===== config.mk =====
export PLATFORM = sky130hd
export DESIGN_NAME = axon_delay_line
export DESIGN_NICKNAME = d
export VERILOG_FILES = /design/src/rtl/axon_pkg.sv /design/src/rtl/axon_due_fifo.sv /design/src/rtl/axon_delay_line.sv
export SDC_FILE = /design/constraint.sdc
export NUM_CORES = 1
export LEC_CHECK = 0
export ABC_AREA = 1
export ABC_CLOCK_PERIOD_IN_PS = 3050
export BUFFER_PORTS_ARGS = -buffer_cell sky130_fd_sc_hd__buf_2
export CORE_MARGIN = 1
export CORE_UTILIZATION = 50
export CTS_CLUSTER_DIAMETER = 200
export DETAILED_ROUTE_END_ITERATION = 8
export PLACE_DENSITY = 0.69
export SYNTH_ARGS = -nofsm -noshare
export SYNTH_HDL_FRONTEND = slang
export SYNTH_SLANG_ARGS = --single-unit

===== constraint.sdc =====
create_clock -name clock -period 3.05 [get_ports clock]
set_input_delay 0.61 -clock clock [delete_from_list [all_inputs] [get_ports clock]]
set_output_delay 0.61 -clock clock [all_outputs]
set_load 0.05 [all_outputs]

===== src/rtl/axon_pkg.sv =====
// Shared types and helpers for the multi-channel axon delay line.
// Delay values double as due-time stamps, so both use delay_t.
package axon_pkg;
    localparam int DELAY_W   = 6;
    localparam int MIN_DELAY = 1;
    // One spare bit above the default 4-channel index so out-of-range channels can be presented and rejected.
    localparam int CH_IDX_W  = $clog2(4) + 1;

    typedef logic [DELAY_W-1:0] delay_t;

    function automatic delay_t eff_delay(input delay_t d);
        return (d == '0) ? delay_t'(MIN_DELAY) : d;
    endfunction
endpackage


===== src/rtl/axon_due_fifo.sv =====
// Per-channel FIFO of spike due times; head is combinational, one-cycle write-to-head latency.
// A push while full is accepted only when a pop happens in the same cycle; otherwise it is ignored.
module axon_due_fifo
    import axon_pkg::*;
#(
    parameter int DEPTH = 8
) (
    input  logic               clock,
    input  logic               reset,
    input  logic               push,
    input  logic [DELAY_W-1:0] push_due,
    input  logic               pop,
    output logic [DELAY_W-1:0] head,
    output logic               full,
    output logic               empty
);
    localparam int AW = $clog2(DEPTH);

    delay_t          mem [DEPTH];
    logic   [AW:0]   wr_ptr;
    logic   [AW:0]   rd_ptr;
    logic            do_push;
    logic            do_pop;

    assign empty   = (wr_ptr == rd_ptr);
    assign full    = (wr_ptr[AW] != rd_ptr[AW]) && (wr_ptr[AW-1:0] == rd_ptr[AW-1:0]);
    assign head    = mem[rd_ptr[AW-1:0]];
    assign do_pop  = pop && !empty;
    assign do_push = push && (!full || do_pop);

    always_ff @(posedge clock or posedge reset) begin
        if (reset) begin
            wr_ptr <= '0;
            rd_ptr <= '0;
        end else begin
            if (do_push) wr_ptr <= wr_ptr + (AW+1)'(1);
            if (do_pop)  rd_ptr <= rd_ptr + (AW+1)'(1);
        end
    end

    always_ff @(posedge clock) begin
        if (do_push) mem[wr_ptr[AW-1:0]] <= push_due;
    end
endmodule


===== src/rtl/axon_delay_line.sv =====
// N_CH independent axon delays, each holding up to DEPTH spikes in flight; spike out eff cycles after sampling.
// No backpressure: a spike arriving at a full channel with no same-cycle release is dropped and flagged sticky.
module axon_delay_line
    import axon_pkg::*;
#(
    parameter  int N_CH          = 4,
    parameter  int DEPTH         = 8,
    parameter  int DEFAULT_DELAY = 1,
    localparam int CW            = $clog2(N_CH) + 1
) (
    input  logic               clock,
    input  logic               reset,
    input  logic [N_CH-1:0]    spike_in,
    output logic [N_CH-1:0]    spike_out,
    input  logic               cfg_we,
    input  logic [CW-1:0]      cfg_ch,
    input  logic [DELAY_W-1:0] cfg_delay,
    output logic               cfg_ack,
    output logic               cfg_err,
    output logic [N_CH-1:0]    busy,
    output logic [N_CH-1:0]    overflow,
    input  logic               ovf_clr
);
    delay_t          now;
    delay_t          delay_q [N_CH];
    delay_t          head    [N_CH];
    logic [N_CH-1:0] full;
    logic [N_CH-1:0] empty;
    logic [N_CH-1:0] pop;
    logic [N_CH-1:0] drop;
    logic            cfg_ok;

    always_ff @(posedge clock or posedge reset) begin
        if (reset) now <= '0;
        else       now <= now + delay_t'(1);
    end

    for (genvar c = 0; c < N_CH; c++) begin : g_ch
        delay_t due_in;

        // Due stamps are the `now` value at the release edge, so matching against the current count
        // releases exactly eff edges after sampling; in-channel order is monotonic so equality is wrap-safe.
        assign due_in  = now + eff_delay(delay_q[c]);
        assign pop[c]  = !empty[c] && (head[c] == now);
        assign drop[c] = spike_in[c] && full[c] && !pop[c];

        axon_due_fifo #(.DEPTH(DEPTH)) u_fifo (
            .clock    (clock),
            .reset    (reset),
            .push     (spike_in[c]),
            .push_due (due_in),
            .pop      (pop[c]),
            .head     (head[c]),
            .full     (full[c]),
            .empty    (empty[c])
        );
    end

    assign busy = ~empty;

    // A delay may only change while its channel is idle, which keeps due times monotonic.
    always_comb begin
        cfg_ok = 1'b0;
        for (int c = 0; c < N_CH; c++) begin
            if (cfg_ch == CW'(c)) cfg_ok = !busy[c] && !spike_in[c];
        end
    end

    always_ff @(posedge clock or posedge reset) begin
        if (reset) begin
            spike_out <= '0;
            overflow  <= '0;
            cfg_ack   <= 1'b0;
            cfg_err   <= 1'b0;
            for (int c = 0; c < N_CH; c++) delay_q[c] <= delay_t'(DEFAULT_DELAY);
        end else begin
            spike_out <= pop;
            overflow  <= drop | (overflow & ~{N_CH{ovf_clr}});
            cfg_ack   <= cfg_we && cfg_ok;
            cfg_err   <= cfg_we && !cfg_ok;
            for (int c = 0; c < N_CH; c++) begin
                if (cfg_we && cfg_ok && (cfg_ch == CW'(c))) delay_q[c] <= cfg_delay;
            end
        end
    end
endmodule


==> summary.md <==
| Metric | Value |
|---|---|
| Drt pass-1 iters | 5 |
| Die H | about 160 µm |
| Path category of the worst min-delay check | input pin to asynchronous set/reset pin |
| R2R cell count | 9 |
| GR Util All Layers | 22.80% |
| Max Slew Vio Count | 0 |
| Reg clk slew, reported paths | ~0.070 ns |
| Met2 usage | 36.65% |
| Dominant cells by area after synthesis | edfxtp_1 45%, dfrtp_1 13%, nand2_1 12%, nand3_1 5.5%, inv_1 4.8% |
| Leak | 6.602 nW |
| Syn nets | 1,434 |
| Vias | 9,291 |
| Grt peak-use layer | met2 |
| Final Cell Area | 14,570 µm² |
| Die W | 162.9 µm |
| Share of cells above drive strength 1 | 11.24% |
| Setup bufs post-CTS | 0 |
| Asr flop ratio synth | 27.27% |
| Unrepaired setup endpoints after global routing | no |
| RePlAce Congestion | 0.8490 |
| DP HPWL | 19,930 µm |
| CTS-repair resized insts | 0 |
| Yosys warns | 0 |
| CTS Buf Count | 28 |
| Post-Layout Cell Count | 1,798 |
| Max cap viols | 0 |
| Routed length per placed instance | 16.35 µm |
| Met3 Use GR | under 10% |
| # rows | 58 |
| Cell taking the most area after synthesis | edfxtp_1 |
| Hold-fix buffers, CTS | 0 |
| Area Growth Syn to Fin | 12.49% |
| Least-Margin Pin Slew | 1.226 ns |
| Skew final | 0.02602 ns |
| Share of the synthesized area in the top cell type | 44.52% |
| Routed wire length | 29,410 µm |
| H-tree lvl count | 1 |
| Post-DP Area | 13,660 µm² |
| Arrival time worst endpoint | between 3 and 4 ns |
| Fillers | 2,152 |
| Antenna violations before repair | 0 |
| Reg-to-reg setup timing slack | 0.31 ns |
| CTS tree | built |
| Vias in the first global route | 8,853 |
| First-pass GRT wire length | 46,910 µm |
| PortBufs | 30 |
| Largest net degree at the start of global routing | 40 |
| Reg-to-Reg End | delay_q[23] |
| Fin crit share | 89.68% |
| Antenna Violating Nets Remaining | 0 |
| NumNets Final | 1,497 |
| CTS root buffer | clkbuf_16 |
| Primary FF master, synth | edfxtp_1 |
| Relative slew slack | 18.26% |
| Power Dens Cells | roughly 1000 nW/µm² |
| WS Path Type | register to register |
| Met1 usage | 32.04% |
| Max Root-Sink Buffers | 3 |
| GRT overflow | 0 |
| Top-count cell post-synth | nand2_1 |
| Post-route minimum period | 2.735 ns |
| Req. time, crit path | 3.47 ns |
| # diodes | 0 |
| IO Count | 31 |
| Cells after DPL | 1,747 |
| Seq/Total Area, Yosys | 58.47% |
| Setup violators final | 0 |
| Outcome | finished, final reports clean |
| Post-synth EDFFs | 192 |
| DRC | 0 |
| Clock tree sinks | 264 |
| Worst setup SP type | register |
| Peak Freq | 365.6 MHz |
| Most common library cells after synthesis | 427 x nand2_1, 192 x edfxtp_1, 167 x inv_1, 142 x nand3_1, 125 x nor2_1 |
| DR vias/cell | between 5 and 6 |
| Initial Util | between 50% and 60% |
| Initial DRC count | 666 |
| Hold Slack | 0.1528 ns |
| Synth Area per Inst | just over 9 µm² |
| Mapped cell area | 12,950 µm² |
| Maximum vdd ir drop | 0.0005265 V |
| Worst skew pair latency | roughly 0.55 ns |
| Crit. End Element | register |
| CP max FO | 30 |
| RR Startpoint | g_ch[3].u_fifo.rd_ptr[1] |
| Count of cell types in the netlist | 40 |
| Setup TNS Final | 0 ns |
| Final count of hold timing violations | 0 |
| #FFs+latches synth | approximately 260 |
| Synth Instances | between 1,000 and 1,500 |
| Area of the core | 25,330 µm² |
| Die Footprint | 26,550 µm² |
[cell type report]
type	instances	area (µm²)	area share, %
inverters	172	646.9	4.440
clock inverters	15	130.1	0.8932
repair buffers	88	598.1	4.105
flip-flops and latches	264	7572	51.98
well taps	330	412.9	2.834
multi-input cells	893	4427	30.38
clock buffers	36	782.0	5.368
[state kept, by name, summed over array words and instances, names as in the netlist]
name                flops
g_ch.u_fifo.mem       192
delay_q                24
g_ch.u_fifo.rd_ptr     16
g_ch.u_fifo.wr_ptr     16
now                     6
overflow                4
spike_out               4
cfg_ack                 1
cfg_err                 1
[cell usage in the layout (no fill, tap or decap), types with 4 or more instances in the layout]
master,n
xnor2_1,14
a21oi_1,11
clkinv_1,4
nor2_1,125
dfrtp_1,68
clkinv_2,6
fa_1,4
o22ai_1,4
nand3_1,142
buf_4,57
edfxtp_1,192
clkbuf_16,29
xor2_1,35
nand2_2,6
nor3_1,7
clkbuf_1,4
ha_1,29
nand4_1,29
nand2_1,427
inv_1,166
nand3_2,9
o21ai_0,26
dfstp_2,4
buf_2,30
inv_2,5
clkinvlp_4,4
[routing by layer]
layer | up-vias | part of all wire [%]
met5 | - | 0
met4 | 0 | 2.2
met3 | 49 | 6.4
met2 | 250 | 46
met1 | 4375 | 45
li1 | 4617 | -
[metrics by stage]
| step | setup WS [ns] | power [mW] | utilization [%] |
|---|---|---|---|
| 2_1_floorplan | 0.5105 | 9.733 | - |
| 3_3_place_gp | 0.1335 | 11.17 | 53.92 |
| 3_5_place_dp | 0.04744 | 11.30 | 53.92 |
| 4_1_cts | 0.3348 | 14.67 | 57.52 |
| 5_1_grt | 0.1011 | 15.58 | 57.52 |
| 6_report | 0.3149 | 14.60 | 57.52 |
[cells by family (layout without fill, tap and decap cells)]
family                   count (synthesis)  in the layout  share of synthesized area, %
XOR/XNOR                                49             49                         3.314
AO/OA/AOI/OAI                           60             60                         2.888
buffers and inverters                  227            311                         7.352
flip-flops                             264            264                         58.47
AND/OR/NAND/NOR                        751            751                         24.56
adder cells (fa/ha/maj)                 33             33                         3.420
[worst max-delay path, stage by stage, from the launching register on]
cell and delay [ns]:
dfrtp_1 0.47, inv_2 0.14, nand2_1 0.09, nand4_1 0.10, nor2_1 0.14, nand2_1 0.15, o2111ai_2 0.98, nand3_2 0.31
nand2_1 0.18, nand2_1 0.06
[worst max path at each step]
stage / from / to / slack (ns) / cells after the start
global route: g_ch[3].u_fifo.wr_ptr[0] / delay_q[23] / 0.10 / 9
finish: g_ch[3].u_fifo.rd_ptr[1] / delay_q[23] / 0.31 / 9
global placement: cfg_ch[2] / delay_q[7] / 0.13 / 7
CTS: g_ch[3].u_fifo.rd_ptr[1] / delay_q[23] / 0.33 / 9
detailed placement: cfg_ch[2] / delay_q[5] / 0.05 / 7
floorplan: g_ch[3].u_fifo.rd_ptr[0] / g_ch[3].u_fifo.mem[2][0] / 0.51 / 13
[where the power goes]
part	switching (mW)	total, mW	internal, mW	leakage (nW)
clock network	1.38	3.35	1.97	0.438
registers	0.489	5.65	5.16	2.65
logic	3.83	5.59	1.77	3.52
(Power assumes the default switching activity.)
